--- config.mk ---
export PLATFORM = sky130hd
export DESIGN_NAME = wb_native_bridge
export DESIGN_NICKNAME = d
export VERILOG_FILES = /design/src/rtl/wb_native_bridge_pkg.sv /design/src/rtl/wb_native_bridge_timeout_counter.sv /design/src/rtl/wb_native_bridge.sv
export SDC_FILE = /design/constraint.sdc
export NUM_CORES = 1
export LEC_CHECK = 0
export CAP_MARGIN = 10
export CORE_ASPECT_RATIO = 1.4
export CORE_UTILIZATION = 38
export DETAILED_ROUTE_END_ITERATION = 8
export PLACE_DENSITY = 0.77
export SETUP_SLACK_MARGIN = 0.2
export SKIP_CTS_REPAIR_TIMING = 1
export SLEW_MARGIN = 15
export SYNTH_ARGS = -nofsm -noshare
export SYNTH_HDL_FRONTEND = slang
export SYNTH_HIERARCHICAL = 1
export SYNTH_SLANG_ARGS = --single-unit
--- constraint.sdc ---
create_clock -name clk -period 2.3 [get_ports clk]
set_clock_uncertainty 0.2 [all_clocks]
set_input_delay 0.46 -clock clk [delete_from_list [all_inputs] [get_ports clk]]
set_output_delay 0.46 -clock clk [all_outputs]
set_load 0.01 [all_outputs]
--- src/rtl/wb_native_bridge_pkg.sv ---
// Shared definitions for the Wishbone-to-native bridge: FSM state encoding
// and the default address window / error-data constants.
package wb_native_bridge_pkg;

    typedef logic [1:0] bridge_state_t;

    localparam bridge_state_t ST_IDLE = 2'd0;
    localparam bridge_state_t ST_REQ  = 2'd1;
    localparam bridge_state_t ST_COOL = 2'd2;

    localparam logic [31:0] DEF_ADDR_BASE = 32'h3000_0000;
    localparam logic [31:0] DEF_ADDR_MASK = 32'hFFF0_0000;
    localparam logic [31:0] DEF_ERR_DATA  = 32'hDEAD_BEEF;

endpackage

--- src/rtl/wb_native_bridge_timeout_counter.sv ---
// Saturating cycle counter for the bridge's request timeout; tc_o pulses on
// the enabled cycle in which the count sits at TIMEOUT_CYCLES-1.
module wb_timeout_counter #(
    parameter int TIMEOUT_CYCLES = 16
) (
    input  logic clk,
    input  logic rst_n,
    input  logic clr_i,
    input  logic en_i,
    output logic tc_o
);

    localparam int CNT_W = $clog2(TIMEOUT_CYCLES) + 1;
    localparam logic [CNT_W-1:0] CNT_TC  = CNT_W'(TIMEOUT_CYCLES - 1);
    localparam logic [CNT_W-1:0] CNT_MAX = {CNT_W{1'b1}};

    logic [CNT_W-1:0] cnt_q;
    logic [CNT_W-1:0] cnt_d;

    always_comb begin
        cnt_d = cnt_q;
        if (clr_i) begin
            cnt_d = '0;
        end else if (en_i && (cnt_q != CNT_MAX)) begin
            cnt_d = cnt_q + CNT_W'(1);
        end
    end

    always_ff @(posedge clk or negedge rst_n) begin
        if (!rst_n) begin
            cnt_q <= '0;
        end else begin
            cnt_q <= cnt_d;
        end
    end

    assign tc_o = en_i && !clr_i && (cnt_q == CNT_TC);

endmodule

--- src/rtl/wb_native_bridge.sv ---
// Wishbone classic slave that turns an in-window cycle into a native
// valid/ready/wstrb request and returns a single-cycle ack, with a timeout.
module wb_native_bridge
    import wb_native_bridge_pkg::*;
#(
    parameter int                       WORD_SIZE      = 32,
    parameter int                       WHISBONE_ADR   = 32,
    parameter logic [WHISBONE_ADR-1:0]  ADDR_BASE      = WHISBONE_ADR'(DEF_ADDR_BASE),
    parameter logic [WHISBONE_ADR-1:0]  ADDR_MASK      = WHISBONE_ADR'(DEF_ADDR_MASK),
    parameter int                       TIMEOUT_CYCLES = 16,
    parameter logic [WORD_SIZE-1:0]     ERR_DATA       = WORD_SIZE'(DEF_ERR_DATA)
) (
    input  logic                    clk,
    input  logic                    rst_n,
    input  logic                    wbs_cyc_i,
    input  logic                    wbs_stb_i,
    input  logic                    wbs_we_i,
    input  logic [3:0]              wbs_sel_i,
    input  logic [WHISBONE_ADR-1:0] wbs_adr_i,
    input  logic [WORD_SIZE-1:0]    wbs_dat_i,
    output logic                    wbs_ack_o,
    output logic [WORD_SIZE-1:0]    wbs_dat_o,
    output logic                    valid_o,
    output logic                    wbs_we_o,
    output logic [3:0]              wstrb_o,
    output logic [WORD_SIZE-1:0]    wdata_o,
    output logic [WHISBONE_ADR-1:0] adr_o,
    input  logic                    ready_i,
    input  logic [WORD_SIZE-1:0]    rdata_i,
    output logic                    timeout_o
);

    bridge_state_t           state_q,   state_d;
    logic                    valid_q,   valid_d;
    logic                    we_q,      we_d;
    logic [3:0]              wstrb_q,   wstrb_d;
    logic [WORD_SIZE-1:0]    wdata_q,   wdata_d;
    logic [WHISBONE_ADR-1:0] adr_q,     adr_d;
    logic                    ack_q,     ack_d;
    logic [WORD_SIZE-1:0]    dat_q,     dat_d;
    logic                    timeout_q, timeout_d;

    logic in_window;
    logic cnt_clr;
    logic cnt_en;
    logic cnt_tc;

    assign in_window = ((wbs_adr_i & ADDR_MASK) == ADDR_BASE);

    wb_timeout_counter #(
        .TIMEOUT_CYCLES (TIMEOUT_CYCLES)
    ) u_timeout (
        .clk   (clk),
        .rst_n (rst_n),
        .clr_i (cnt_clr),
        .en_i  (cnt_en),
        .tc_o  (cnt_tc)
    );

    always_comb begin
        state_d   = state_q;
        valid_d   = valid_q;
        we_d      = we_q;
        wstrb_d   = wstrb_q;
        wdata_d   = wdata_q;
        adr_d     = adr_q;
        ack_d     = 1'b0;
        dat_d     = dat_q;
        timeout_d = timeout_q;
        cnt_clr   = 1'b0;
        cnt_en    = 1'b0;

        case (state_q)
            ST_IDLE: begin
                // Out-of-window cycles belong to another slave and are left alone.
                if (wbs_cyc_i && wbs_stb_i && in_window) begin
                    adr_d   = wbs_adr_i;
                    we_d    = wbs_we_i;
                    wstrb_d = wbs_we_i ? wbs_sel_i : 4'b0000;
                    wdata_d = wbs_dat_i;
                    valid_d = 1'b1;
                    cnt_clr = 1'b1;
                    state_d = ST_REQ;
                end
            end
            ST_REQ: begin
                cnt_en = 1'b1;
                // A master abort outranks a same-cycle ready: no ack is owed.
                if (!wbs_cyc_i) begin
                    valid_d = 1'b0;
                    state_d = ST_COOL;
                end else if (ready_i) begin
                    valid_d = 1'b0;
                    ack_d   = 1'b1;
                    dat_d   = we_q ? '0 : rdata_i;
                    state_d = ST_COOL;
                end else if (cnt_tc) begin
                    valid_d   = 1'b0;
                    ack_d     = 1'b1;
                    dat_d     = ERR_DATA;
                    timeout_d = 1'b1;
                    state_d   = ST_COOL;
                end
            end
            ST_COOL: begin
                // Registered peripheral ready lingers here for one cycle; ignore it.
                state_d = ST_IDLE;
            end
            default: begin
                state_d = ST_IDLE;
            end
        endcase
    end

    always_ff @(posedge clk or negedge rst_n) begin
        if (!rst_n) begin
            state_q   <= ST_IDLE;
            valid_q   <= 1'b0;
            we_q      <= 1'b0;
            wstrb_q   <= 4'b0000;
            wdata_q   <= '0;
            adr_q     <= '0;
            ack_q     <= 1'b0;
            dat_q     <= '0;
            timeout_q <= 1'b0;
        end else begin
            state_q   <= state_d;
            valid_q   <= valid_d;
            we_q      <= we_d;
            wstrb_q   <= wstrb_d;
            wdata_q   <= wdata_d;
            adr_q     <= adr_d;
            ack_q     <= ack_d;
            dat_q     <= dat_d;
            timeout_q <= timeout_d;
        end
    end

    assign valid_o   = valid_q;
    assign wbs_we_o  = we_q;
    assign wstrb_o   = wstrb_q;
    assign wdata_o   = wdata_q;
    assign adr_o     = adr_q;
    assign wbs_ack_o = ack_q;
    assign wbs_dat_o = dat_q;
    assign timeout_o = timeout_q;

endmodule

==> metrics, run 1 <==
hold depth=1; Initial DRC Count=around 80; largest buffer count on any clock path=2; P_int=roughly 0.0031 W; Mapped Cells=338; hold wc startpoint=adr_o[29]; number of vias after detailed routing=3464; reg2reg setup slack=-0.01 ns; Comb power frac=about 11%; clk sinks=111; maxcap violations=0; CTS tree=done; Cell variety after synth=35; WHS Endpoint=adr_o[29]; failing checks=setup timing; fin area=7890 um2; global-route usage over all layers=between 10% and 20%; DRT Pass-1 Iters=4; clock root buffer=clkbuf_16; PnR Total Power=0.00397 W; area grow syn2layout=65.8%; num rows=48; CP most frequent cell=nor2_4; pin count of the biggest net entering global routing=70; Min Hold Slack=0.267 ns; Req. time, crit path=2.34 ns; Period Utilization, post-route=102%; first-pass GRT wire length=17300 um; crit start category=input pin; ANT nets after route=0; synthesized area per cell=approximately 14 um2; WL per Instance=16.9 um; # DRC=0; Setup WS post-layout=-0.0365 ns; layout cells sized above 1=25.5%; VDD IR-drop max=321 uV; Synth async-reset ratio=100%; crit path DAT=2.37 ns; Main synth FF type=dfrtp_1; global route total overflow=0; I/O Pins=210; R2R depth=10; clock period minus final worst setup slack=about 2.3 ns; worst-path cell chain=clkdlybuf4s50_1, and4bb_2, nand4_4, clkinv_4, nor2_4, nor2_4, nor3b_4, buf_6, clkbuf_16, mux2_4; FF+latch count, synth=111; fmax=428 MHz; H-tree depth=3; Worst-Margin Slew=0.541 ns; max-slew violation count=0; vias in the first global route=3567; leakage=3.93 nW; non-filler instance count after layout=roughly 740; WL final=12400 um; RR Startpoint=u_timeout/cnt_q[0]; CP endpoint kind=register; Crit-path slowest cell=clkdlybuf4s50_1; placed inst area=7110 um2; fillers=950; Clk pwr share=38.3%; Synth Cell Area=4760 um2; final setup fails=16; final hold violations=0; Mapped Nets=447; worst-skew pair later-pin latency=0.35 ns; starting density of the core=38.8%; Rel. slew slack=63.9%; Flop pwr share=50.7%; initial antenna violation count=1; worst hold path type=register to register; NetSw=between 0.0009 and 0.001 W; CTS buffer count=9; RSZ-0062 raised after global routing=true; Post-synth EDFFs=0; Die Span X=~97 um; Syn. warnings=6; worst-path maximum fanout=5; Worst-path clk slew=about 0.07 ns; sequential element share of the synthesized area=58.4%; Sum Neg Setup Slack=-0.395 ns; GPL Wtd Cong=0.729; run status=finished, violations left; placed cells=around 700; detailed placement HPWL=8210 um; CP peak stage delay=0.39 ns; die area=13000 um2; Pwr Density=503 nW/um2; IO Port Bufs=209; Reg-to-Reg End=wbs_dat_o[6]; Switching Fraction=23.0%; core footprint=12300 um2; CP Class=input pin to register; via density per instance=4.71; nets=between 600 and 700; die height=134 um
worst max-delay path by stage:
stage / startpoint / end / slack [ns] / depth (start not counted)
2_1_floorplan: wbs_adr_i[31] / wbs_dat_o[10] / -0.09 / 9
3_3_place_gp: wbs_adr_i[31] / wbs_dat_o[10] / -0.27 / 9
3_5_place_dp: wbs_stb_i / wbs_dat_o[3] / -0.32 / 10
4_1_cts: u_timeout/cnt_q[0] / wbs_dat_o[19] / 0.004 / 9
5_1_grt: wbs_adr_i[28] / wbs_dat_o[21] / -0.08 / 10
6_report: wbs_adr_i[28] / wbs_dat_o[6] / -0.04 / 10
critical path: cells and delay by family:
family | cells | cell delay [ns]
and+or+nand+nor | 5 | 0.83
buffers and inverters | 4 | 0.77
muxes | 1 | 0.29
area by class of cell:
| type | instances | area, um2 | share of cell area (%) |
|---|---|---|---|
| antenna | 1 | 2.50 | 0.0317 |
| clock buffer | 10 | 239 | 3.03 |
| clock inverter | 6 | 52.6 | 0.666 |
| inverter | 41 | 159 | 2.01 |
| multi-input combinational | 171 | 1880 | 23.8 |
| sequential | 111 | 2780 | 35.2 |
| tap | 150 | 188 | 2.38 |
| timing repair buffer | 245 | 2590 | 32.9 |
cell usage after synthesis (all sizes together) (3+ instances only):
cell	number	area share (%)
dfrtp	111	58
clkbuf	5	0.60
inv	41	3.2
ha	3	0.79
buf	10	1.8
mux2	78	22
and2	10	1.4
nand2	14	1.1
mux2i	13	2.7
o21ai	25	2.6
nor2	7	0.55
cell families (layout without fill, tap and decap cells):
logic type / Yosys count / after routing / share of synthesized area, %
and+or+nand+nor: 47 / 47 / 6.47
DFF: 111 / 111 / 58.4
buffers and inverters: 56 / 302 / 5.65
AOI/OAI and AO/OA: 28 / 28 / 3.13
xor gates and xnor gates: 2 / 2 / 0.368
adders and majority gates: 3 / 3 / 0.789
other: 0 / 1 / 0
muxes: 91 / 91 / 25.2
per-layer routing:
metal,part of all wire [%],GRT usage [%],wire [um]
met3,6.5,4.31,809
met4,1.1,5.88,142
met1,39,21.5,4830
met2,53,29.5,6620
met5,0,0,0
through the flow:
step	setup slack, ns	util, %
floorplan	-0.0866	-
global placement	-0.269	58.1
detailed placement	-0.315	58.1
CTS	0.00369	60.4
global route	-0.0797	64.4
finish	-0.0365	64.4
flip-flops by register name (all words and copies together), names as in the netlist:
register	count
timeout_o	1
valid_o	1
wdata_o	32
wbs_ack_o	1
wbs_dat_o	32
wstrb_o	4
wbs_we_o	1
u_timeout/cnt_q	5
state_q	2
adr_o	32
power by group through the flow:
stage / Clock [W] / Sequential [W] / Combinational (W)
after floorplan: 0 / 0.00207 / 0.0000689
after global placement: 0 / 0.00205 / 0.000406
after detailed placement: 0 / 0.00205 / 0.000417
after CTS: 0.00154 / 0.00201 / 0.000418
after global routing: 0.00165 / 0.00202 / 0.000474
final: 0.00152 / 0.00201 / 0.000437
cell usage in the layout, fill, tap and decap left out, types with 5 or more instances in the layout:
| cell type | synthesis | final |
|---|---|---|
| clkdlybuf4s50_1 | 0 | 198 |
| buf_6 | 5 | 5 |
| mux2i_1 | 13 | 13 |
| inv_1 | 41 | 40 |
| buf_4 | 3 | 18 |
| dfrtp_1 | 111 | 111 |
| dlymetal6s2s_1 | 0 | 10 |
| and2_1 | 7 | 7 |
| mux2_4 | 51 | 76 |
| clkbuf_16 | 0 | 14 |
| o21ai_0 | 25 | 25 |
| nand2_1 | 14 | 13 |
| nor2_1 | 7 | 5 |
(Power assumes the default switching activity.)
==> run 2: changes to the inputs <==
--- a/config.mk
+++ b/config.mk
@@ -8,6 +8,7 @@
 export CAP_MARGIN = 10
 export CORE_ASPECT_RATIO = 1.4
 export CORE_UTILIZATION = 38
+export CTS_CLUSTER_DIAMETER = 40
 export DETAILED_ROUTE_END_ITERATION = 8
 export PLACE_DENSITY = 0.77
 export SETUP_SLACK_MARGIN = 0.2
==> results of run 2 <==
No change in the layout: final DEF, timing and power equal those of run 1.
==> run 3: changes to the inputs <==
--- a/config.mk
+++ b/config.mk
@@ -13,6 +13,7 @@
 export PLACE_DENSITY = 0.77
 export SETUP_SLACK_MARGIN = 0.2
 export SKIP_CTS_REPAIR_TIMING = 1
+export SKIP_LAST_GASP = 1
 export SLEW_MARGIN = 15
 export SYNTH_ARGS = -nofsm -noshare
 export SYNTH_HDL_FRONTEND = slang
==> run 3 against run 2 <==
- the run still ends with setup timing left
- sequential cell count stayed put
- global-route usage unchanged
- combinational power shrank 2%
- worst setup slack about the same
- critical path depth unchanged
- count of clock-buffer cells in the layout stayed put
- worst hold slack barely moved
- critical endpoint unchanged
- largest cell class unchanged
==> metrics, run 3 (synthesized netlist as in run 1, its figures left out) <==
run status=finished, violations left (unchanged); CP delay by family, top=simple AND/OR/NAND/NOR gates (unchanged); CTS buffer count=9 (unchanged); reg2reg setup slack=-0.01 ns (about the same); max-slew violation count=0 (unchanged); Comb power frac=10.8% (was 11.0%); largest buffer count on any clock path=2 (unchanged); pre-CTS setup slack=-0.315 ns (unchanged); Clk pwr share=38.3% (about the same); initial antenna violation count=1 (unchanged); clock period minus final worst setup slack=2.34 ns (about the same); worst-path maximum fanout=5 (unchanged); crit path DAT=2.37 ns (about the same); Rel. slew slack=63.8% (was 63.9%); RSZ-0062 raised after global routing=true (unchanged); layout cells sized above 1=25.5% (unchanged); I/O Pins=210 (unchanged); H-tree depth=3 (unchanged); CP endpoint kind=register (unchanged); DRT Pass-1 Iters=4 (unchanged); Period Utilization, post-route=102% (about the same); most common cell after layout, fill and taps aside=clkdlybuf4s50_1 (unchanged); Req. time, crit path=2.33 ns (was 2.34 ns); vias in the first global route=3567 (unchanged); maxcap violations=0 (unchanged); WL final=12300 um (was 12400 um); clock root buffer=clkbuf_16 (unchanged); worst-skew pair later-pin latency=0.35 ns (about the same); Flop pwr share=50.8% (was 50.7%); die area=13000 um2 (unchanged); Crit-path slowest cell=clkdlybuf4s50_1 (unchanged); num rows=48 (unchanged); final setup fails=16 (unchanged); Setup WS post-layout=-0.0364 ns (was -0.0365 ns); Worst-Margin Slew=0.544 ns (was 0.541 ns); global-route usage over all layers=17.5% (unchanged); ANT nets after route=0 (unchanged); first-pass GRT wire length=17300 um (unchanged); CP most frequent cell=nor2_4 (unchanged); detailed placement HPWL=8210 um (unchanged); starting density of the core=38.8% (unchanged); crit start category=input pin (unchanged); VDD IR-drop max=320 uV (was 321 uV); hold wc startpoint=adr_o[29] (unchanged); CP peak stage delay=0.39 ns (about the same); failing checks=setup timing (unchanged); most frequent cells in the layout=clkdlybuf4s50_1 (198), dfrtp_1 (111), mux2_4 (67) (was clkdlybuf4s50_1 (198), dfrtp_1 (111), mux2_4 (76)); P_int=0.00305 W (was 0.00306 W); leakage=3.90 nW (was 3.93 nW); number of vias after detailed routing=3440 (was 3464); WHS Endpoint=adr_o[29] (unchanged); nets=688 (unchanged); Switching Fraction=22.9% (was 23.0%); CP Class=input pin to register (unchanged); R2R depth=10 (unchanged); WL per Instance=16.7 um (was 16.9 um); Sum Neg Setup Slack=-0.404 ns (was -0.395 ns); Worst-path clk slew=0.07 ns (about the same); Initial DRC Count=84 (was 82); NetSw=0.000907 W (was 0.000912 W); GPL Wtd Cong=0.729 (unchanged); pin count of the biggest net entering global routing=70 (unchanged); Pwr Density=505 nW/um2 (was 503 nW/um2); # DRC=0 (unchanged); Reg-to-Reg End=wbs_dat_o[6] (unchanged); IO Port Bufs=209 (unchanged); final hold violations=0 (unchanged); clk sinks=111 (unchanged); global route total overflow=0 (unchanged); area grow syn2layout=64.9% (was 65.8%); worst-path cell chain=clkdlybuf4s50_1, and4bb_2, nand4_4, clkinv_4, nor2_4, nor2_4, nor3b_4, buf_6, clkbuf_16, mux2_4 (unchanged); via density per instance=4.68 (was 4.71); hold depth=1 (unchanged); die height=134 um (unchanged); Die Span X=96.6 um (unchanged); RR Startpoint=u_timeout/cnt_q[0] (unchanged); core footprint=12300 um2 (unchanged); worst hold path type=register to register (unchanged); WP buf/inv=4 (unchanged); fmax=428 MHz (about the same); CTS tree=done (unchanged)
[run 3: cell count changes in the layout (fill, tap and decap cells not counted)]
cell,before,now
buf_4,18,19
buf_8,3,2
mux2_4,76,67
mux2_2,2,11
[run 3: how the worst max path moves through the flow]
| stage | from | to | slack, ns | depth (start not counted) |
|---|---|---|---|---|
| after floorplan | wbs_adr_i[31] | wbs_dat_o[10] | -0.09 | 9 |
| after global placement | wbs_adr_i[31] | wbs_dat_o[10] | -0.27 | 9 |
| after detailed placement | wbs_stb_i | wbs_dat_o[3] | -0.32 | 10 |
| after CTS | u_timeout/cnt_q[0] | wbs_dat_o[19] | 0.004 | 9 |
| after global routing | wbs_adr_i[28] | wbs_dat_o[6] | -0.08 | 10 |
| final | wbs_adr_i[28] | wbs_dat_o[6] | -0.04 | 10 |
[run 3: per-stage QoR]
step                instances  hold slack [ns]  area [um2]  power (W)  util (%)
floorplan                 338          -0.0356        4800    0.00213         -
global placement          698            0.250        7110    0.00245      58.1
detailed placement        698            0.253        7110    0.00247      58.1
CTS                       714          -0.0703        7410    0.00397      60.4
global route              735            0.298        7850    0.00413      64.1
finish                    735            0.267        7850    0.00396      64.1
[run 3: final cells by class]
| cell class | count | area [um2] |
|---|---|---|
| multi-input combinational | 171 | 1840 |
| timing repair buffer | 245 | 2590 |
| inverter | 41 | 159 |
| tap | 150 | 188 |
| sequential | 111 | 2780 |
| antenna | 1 | 2.50 |
| clock inverter | 6 | 52.6 |
| clock buffer | 10 | 239 |
| fill | 953 | 4400 |
[run 3: routing by layer]
layer	GRT usage, %	vias up	part of all wire (%)
met3	4.31	12	6.2
met2	29.5	145	53
met5	0	-	0
li1	-	1598	-
met1	21.5	1685	39
met4	5.88	0	1.2
[run 3: worst register-to-register path, delay by kind of cell, from the launching register on]
kind,cells,cell delay [ns]
adders and majority gates,2,0.32
DFF,1,0.39
buffers and inverters,2,0.32
muxes,1,0.29
and+or+nand+nor,5,0.68
[run 3: power by group through the flow]
stage | clock network (W) | registers [W] | logic, W
6_report | 0.00152 | 0.00201 | 0.000430
3_5_place_dp | 0 | 0.00205 | 0.000417
5_1_grt | 0.00165 | 0.00202 | 0.000467
2_1_floorplan | 0 | 0.00207 | 0.0000689
3_3_place_gp | 0 | 0.00205 | 0.000406
4_1_cts | 0.00154 | 0.00201 | 0.000418
